`src/rtl/red_pitaya_daisy_deframer.sv`:
```
// Daisy-chain RX word deframer: hunts for the training word in the serial stream,
// confirms alignment over several word boundaries, then emits aligned parallel words.
module red_pitaya_daisy_deframer #(
    parameter int unsigned     DW        = 16,
    parameter logic [DW-1:0]   TRAIN_PAT = 16'h00FF,
    parameter int unsigned     TRAIN_CNT = 4
) (
    input  logic          ser_clk_i,
    input  logic          ser_rstn_i,
    input  logic          ser_en_i,
    input  logic          ser_dat_i,
    input  logic          cfg_en_i,
    input  logic          cfg_train_i,
    output logic          cfg_trained_o,
    output logic          par_dv_o,
    output logic [DW-1:0] par_dat_o,
    input  logic          stat_clr_i,
    output logic [31:0]   stat_word_o,
    output logic [31:0]   stat_err_o
);

    localparam int unsigned FW = $clog2(DW + 1);
    localparam int unsigned BW = $clog2(DW);

    typedef enum logic [1:0] {
        S_IDLE,
        S_HUNT,
        S_VERIFY,
        S_LOCKED
    } state_t;

    state_t        state_q, state_d;
    logic [DW-1:0] sr_q, sr_d, sr_nxt;
    logic [FW-1:0] fill_q, fill_d;
    logic [BW-1:0] bit_cnt_q, bit_cnt_d;
    logic [3:0]    match_cnt_q, match_cnt_d;
    logic          trained_q, trained_d;
    logic          dv_q, dv_d;
    logic [DW-1:0] dat_q, dat_d;
    logic [31:0]   word_q, word_d;
    logic [31:0]   err_q, err_d;
    logic          fill_full, pat_hit, boundary, bump_err;

    always_comb begin
        // NOTE: every signal gets a default before any branch, so no path can infer a latch.
        sr_nxt      = ser_en_i ? {sr_q[DW-2:0], ser_dat_i} : sr_q;
        sr_d        = sr_nxt;
        // Full counting the current strobe keeps reset zeros from completing a fake pattern.
        fill_full   = ser_en_i && (fill_q >= FW'(DW - 1));
        pat_hit     = fill_full && (sr_nxt == TRAIN_PAT);
        boundary    = ser_en_i && (bit_cnt_q == BW'(DW - 1));
        state_d     = state_q;
        bit_cnt_d   = bit_cnt_q;
        match_cnt_d = match_cnt_q;
        dv_d        = 1'b0;
        dat_d       = dat_q;
        bump_err    = 1'b0;

        if (state_q == S_IDLE) begin
            fill_d = '0;
        end else if (ser_en_i && (fill_q != FW'(DW))) begin
            fill_d = fill_q + FW'(1);
        end else begin
            fill_d = fill_q;
        end

        case (state_q)
            S_IDLE: begin
                bit_cnt_d   = '0;
                match_cnt_d = '0;
                if (cfg_train_i) state_d = S_HUNT;
            end
            S_HUNT: begin
                if (!cfg_train_i) begin
                    state_d = S_IDLE;
                end else if (pat_hit) begin
                    bit_cnt_d   = '0;
                    match_cnt_d = 4'd1;
                    state_d     = (TRAIN_CNT == 1) ? S_LOCKED : S_VERIFY;
                end
            end
            S_VERIFY: begin
                if (!cfg_train_i) begin
                    state_d = S_IDLE;
                end else if (ser_en_i) begin
                    bit_cnt_d = boundary ? '0 : bit_cnt_q + BW'(1);
                    if (boundary) begin
                        if (sr_nxt == TRAIN_PAT) begin
                            match_cnt_d = match_cnt_q + 4'd1;
                            if (match_cnt_q + 4'd1 == 4'(TRAIN_CNT)) state_d = S_LOCKED;
                        end else begin
                            match_cnt_d = '0;
                            state_d     = S_HUNT;
                        end
                    end
                end
            end
            S_LOCKED: begin
                if (ser_en_i) begin
                    bit_cnt_d = boundary ? '0 : bit_cnt_q + BW'(1);
                    if (boundary) begin
                        dv_d  = 1'b1;
                        dat_d = sr_nxt;
                        if (cfg_train_i && (sr_nxt != TRAIN_PAT)) begin
                            bump_err    = 1'b1;
                            match_cnt_d = '0;
                            state_d     = S_HUNT;
                        end
                    end
                end
            end
            default: state_d = S_IDLE;
        endcase

        if (!cfg_en_i) begin
            state_d     = S_IDLE;
            fill_d      = '0;
            bit_cnt_d   = '0;
            match_cnt_d = '0;
            dv_d        = 1'b0;
            dat_d       = dat_q;
            bump_err    = 1'b0;
        end

        trained_d = (state_d == S_LOCKED);

        word_d = word_q + 32'(dv_d);
        err_d  = (bump_err && (err_q != '1)) ? err_q + 32'd1 : err_q;
        if (stat_clr_i) begin
            word_d = '0;
            err_d  = '0;
        end
    end

    always_ff @(posedge ser_clk_i) begin
        // NOTE: reset is synchronous, so it sits inside the clocked block rather than in the sensitivity list.
        if (!ser_rstn_i) begin
            state_q     <= S_IDLE;
            sr_q        <= '0;
            fill_q      <= '0;
            bit_cnt_q   <= '0;
            match_cnt_q <= '0;
            trained_q   <= 1'b0;
            dv_q        <= 1'b0;
            dat_q       <= '0;
            word_q      <= '0;
            err_q       <= '0;
        end else begin
            state_q     <= state_d;
            sr_q        <= sr_d;
            fill_q      <= fill_d;
            bit_cnt_q   <= bit_cnt_d;
            match_cnt_q <= match_cnt_d;
            trained_q   <= trained_d;
            dv_q        <= dv_d;
            dat_q       <= dat_d;
            word_q      <= word_d;
            err_q       <= err_d;
        end
    end

    assign cfg_trained_o = trained_q;
    assign par_dv_o      = dv_q;
    assign par_dat_o     = dat_q;
    assign stat_word_o   = word_q;
    assign stat_err_o    = err_q;

endmodule
```
`config.mk`:
```
export PLATFORM = sky130hd
export DESIGN_NAME = red_pitaya_daisy_deframer
export DESIGN_NICKNAME = d
export VERILOG_FILES = /design/src/rtl/red_pitaya_daisy_deframer.sv
export SDC_FILE = /design/constraint.sdc
export NUM_CORES = 1
export LEC_CHECK = 0
export CORE_ASPECT_RATIO = 0.5
export CORE_MARGIN = 8
export CORE_UTILIZATION = 32
export CTS_CLUSTER_SIZE = 24
export DETAILED_ROUTE_END_ITERATION = 7
export DONT_BUFFER_PORTS = 1
export SYNTH_ARGS = -nofsm -noshare
export SYNTH_HDL_FRONTEND = slang
export SYNTH_SLANG_ARGS = --single-unit
```
`constraint.sdc`:
```
create_clock -name ser_clk_i -period 6 [get_ports ser_clk_i]
set_input_delay 0.6 -clock ser_clk_i [delete_from_list [all_inputs] [get_ports ser_clk_i]]
set_output_delay 0.6 -clock ser_clk_i [all_outputs]
set_load 0.05 [all_outputs]
```
==> results.cfg <==
[status]
outcome = finished clean

[flow_run]
cap_violations = 0

[cts]
cts_root_buf = clkbuf_16
post-cts-setup-buffers = 0
hold_buffers = 0
clockBufferDepth = 2
clock_sinks = 113
cts_buffers = 17
cts_tree = yes
clkLatencyLatePin_ns = 0.42
clk_pin_slew_ns = 0.06
htree_levels = 4
cts-resized-gates = 0

[grt]
grt_pass1_vias = 3838
overflow = 0
grt_pass1_wl_um = 20800
grtUsageTotal = 0.121
grt_max_degree = 62
antenna_found_initial = 0

[timing]
tns_ns = 0
post-route-period-util = 0.536
rsz0062_at_grt = false
hold_viol = 0
worst_slack_ns = 2.78
post-route-min-period_ns = 3.22
fmax_mhz = 311
clock_skew_ns = 0.0111
setup_viol = 0
final_max_slew_viol_count = 0
worst_pin_slew_ns = 0.874
slew_headroom = 0.416

[placement]
dp_slack_ns = 2.77
io_buffer_count = 0
dp_cells = 800
place_congestion = 0.808
dp_hpwl_um = 8970

[synthesis]
ys_seq_area_frac = 0.423
synth-async-reset-ratio = 0
ys.flop_type = dfxtp_1
synth_top_area_cell = dfxtp_1
ys_ff_latch = 113
ys_warn_count = 0
synthesis.instances = 596
yosysTopAreaCellShare = 0.423
synth_area_um2 = 5340
syn-num-nets = 617
synthTopCellsByArea = dfxtp_1 (42%), xor2_1 (6.6%), nor2_1 (5.0%)
synth_edf_count = 0
avgSynthCellArea_um2 = 8.97
ys_types = 55

[detailed_routing]
wirelength_um = 12800
dr_total_vias = 4181
drt_first_iter_violations = 186
drc = 0
via_per_inst = 5.03
drt_pre_antenna_iters = 4
wl_per_cell_um = 15.4
ant_nets = 0

[critical_path]
startpoint_type = flip-flop
reg2reg_to = stat_word_o[21]
required_ns = 6.28
r2r-start = bit_cnt_q[0]
crit_start = bit_cnt_q[0]
endpoint = stat_word_o[21]
endpoint_kind = flip-flop
r2r_setup_slack_ns = 2.78
worst-r2r-cell-count = 11
worstPathArrival_ns = 3.50
criticalPathCategory = reg2reg
cp_max_fo = 34

[die]
dieHeight_um = 107
io_pins = 89
initial_core_util = 0.327
fp-row-count = 33
core_area_um2 = 16400
dieWidth_um = 199
die-area_um2 = 21300

[finish]
drive_gt1_frac = 0.0893
final_cells = 832
area_growth_pct = 14.0
fill_cells = 1640
diodes = 0
layout.nets = 613

[power_and_ir_drop]
combPwrFrac = 0.018
peakVddDrop_mv = 0.187
power.internal_mw = 1.36
power_density_nw_per_um2 = 289
switching_share = 0.227
total_leakage_power_nw = 2.28
p_sw_mw = 0.399
clockPowerShare = 0.554
pwr-share-seq = 0.428

[min_path]
min_delay_path_depth = 1
hp-class = in2reg
## layer usage
metal,wire length (um),global-route usage
met4,161,0.0463
met3,877,0.0518
met1,5830,0.147
met5,0,0
met2,5950,0.190
## final cells by class
type	instances	area, um2	share of cell area
multi-input combinational	441	2880	0.473
sequential	113	2260	0.371
clock buffer	19	453	0.0744
tap	227	284	0.0466
clock inverter	13	128	0.0210
inverter	16	60.1	0.00986
timing repair buffer	3	22.5	0.00370
## worst min-delay path by stage
stage,from,endpoint,slack (ns)
2_1_floorplan,match_cnt_q[3],match_cnt_q[3],0.44
3_3_place_gp,bit_cnt_q[1],bit_cnt_q[1],0.47
3_5_place_dp,bit_cnt_q[1],bit_cnt_q[1],0.47
4_1_cts,ser_rstn_i,par_dv_o,0.29
5_1_grt,ser_rstn_i,par_dv_o,0.29
6_report,ser_rstn_i,par_dv_o,0.33
## through the flow
stage / hold slack [ns] / total power [mW] / utilization / cell area (um2)
floorplan: 0.445 / 0.805 / - / 5340
global placement: 0.473 / 0.802 / 0.337 / 5510
detailed placement: 0.471 / 0.802 / 0.337 / 5510
CTS: 0.295 / 1.79 / 0.372 / 6090
global route: 0.295 / 1.82 / 0.372 / 6090
finish: 0.326 / 1.76 / 0.372 / 6090
## registers in the layout, indices dropped and copies added, names as in the netlist
| name | cells |
|---|---|
| state_q | 2 |
| fill_q | 5 |
| match_cnt_q | 4 |
| par_dv_o | 1 |
| sr_q | 16 |
| stat_err_o | 32 |
| stat_word_o | 32 |
| par_dat_o | 16 |
| bit_cnt_q | 4 |
| cfg_trained_o | 1 |
## worst max-delay path, cell delays in order (launching register included)
cell	delay (ns)
dfxtp_1	0.37
ha_1	0.22
and4_1	0.35
and3_1	0.19
buf_4	0.31
ha_1	0.27
nand2_1	0.10
nor3_1	0.54
nand2_1	0.28
nor3_1	0.25
xnor2_1	0.15
nor2_1	0.05
## cell families (layout without fill, tap and decap cells)
| logic type | Yosys count | count (layout) | share of synthesized area |
|---|---|---|---|
| AOI/OAI and AO/OA | 71 | 71 | 0.101 |
| xor gates and xnor gates | 53 | 53 | 0.0869 |
| adders and majority gates | 14 | 14 | 0.0328 |
| buffers and inverters | 42 | 51 | 0.0382 |
| DFF | 113 | 113 | 0.423 |
| muxes | 20 | 20 | 0.0377 |
| and+or+nand+nor | 283 | 283 | 0.280 |
## power groups by stage
stage	registers, mW	logic (mW)	clock network, mW
global placement	0.770	0.0322	0
detailed placement	0.770	0.0323	0
finish	0.754	0.0320	0.974
floorplan	0.769	0.0359	0
CTS	0.753	0.0325	0.999
global route	0.753	0.0354	1.03
## cells in the mapped netlist, drive strengths merged (2+ instances only)
cell and n:
dfxtp 113, nor2 71, nand2 51, nand3 43, xor2 40, nand4 29
clkbuf 23, o21ai 20, mux2i 19, nor2b 18, and3 16, inv 16
o211a 16, a21oi 15, ha 14, xnor2 13, nor3 9, and4 8
nor4 8, or3 8, and2 5, nand2b 4, or4 4, a2111oi 3
a31oi 3, buf 3, nand4b 3, o211ai 3, a32o 2, nor3b 2
or2b 2
## layout by cell type (no fill, tap or decap), drive strengths merged, types with 2 or more instances in the layout
cell type  netlist  final
a2111oi          3      3
a21oi           15     15
a31oi            3      3
a32o             2      2
and2             5      5
and3            16     16
and4             8      8
buf              3      3
clkbuf          23     19
clkinv           0      2
clkinvlp         0      6
dfxtp          113    113
ha              14     14
inv             16     20
mux2i           19     19
nand2           51     51
nand2b           4      4
nand3           43     43
nand4           29     29
nand4b           3      3
nor2            71     71
nor2b           18     18
nor3             9      9
nor3b            2      2
nor4             8      8
o211a           16     16
o211ai           3      3
o21ai           20     20
or2b             2      2
or3              8      8
or4              4      4
xnor2           13     13
xor2            40     40
Power figures use the tool's default switching activity.
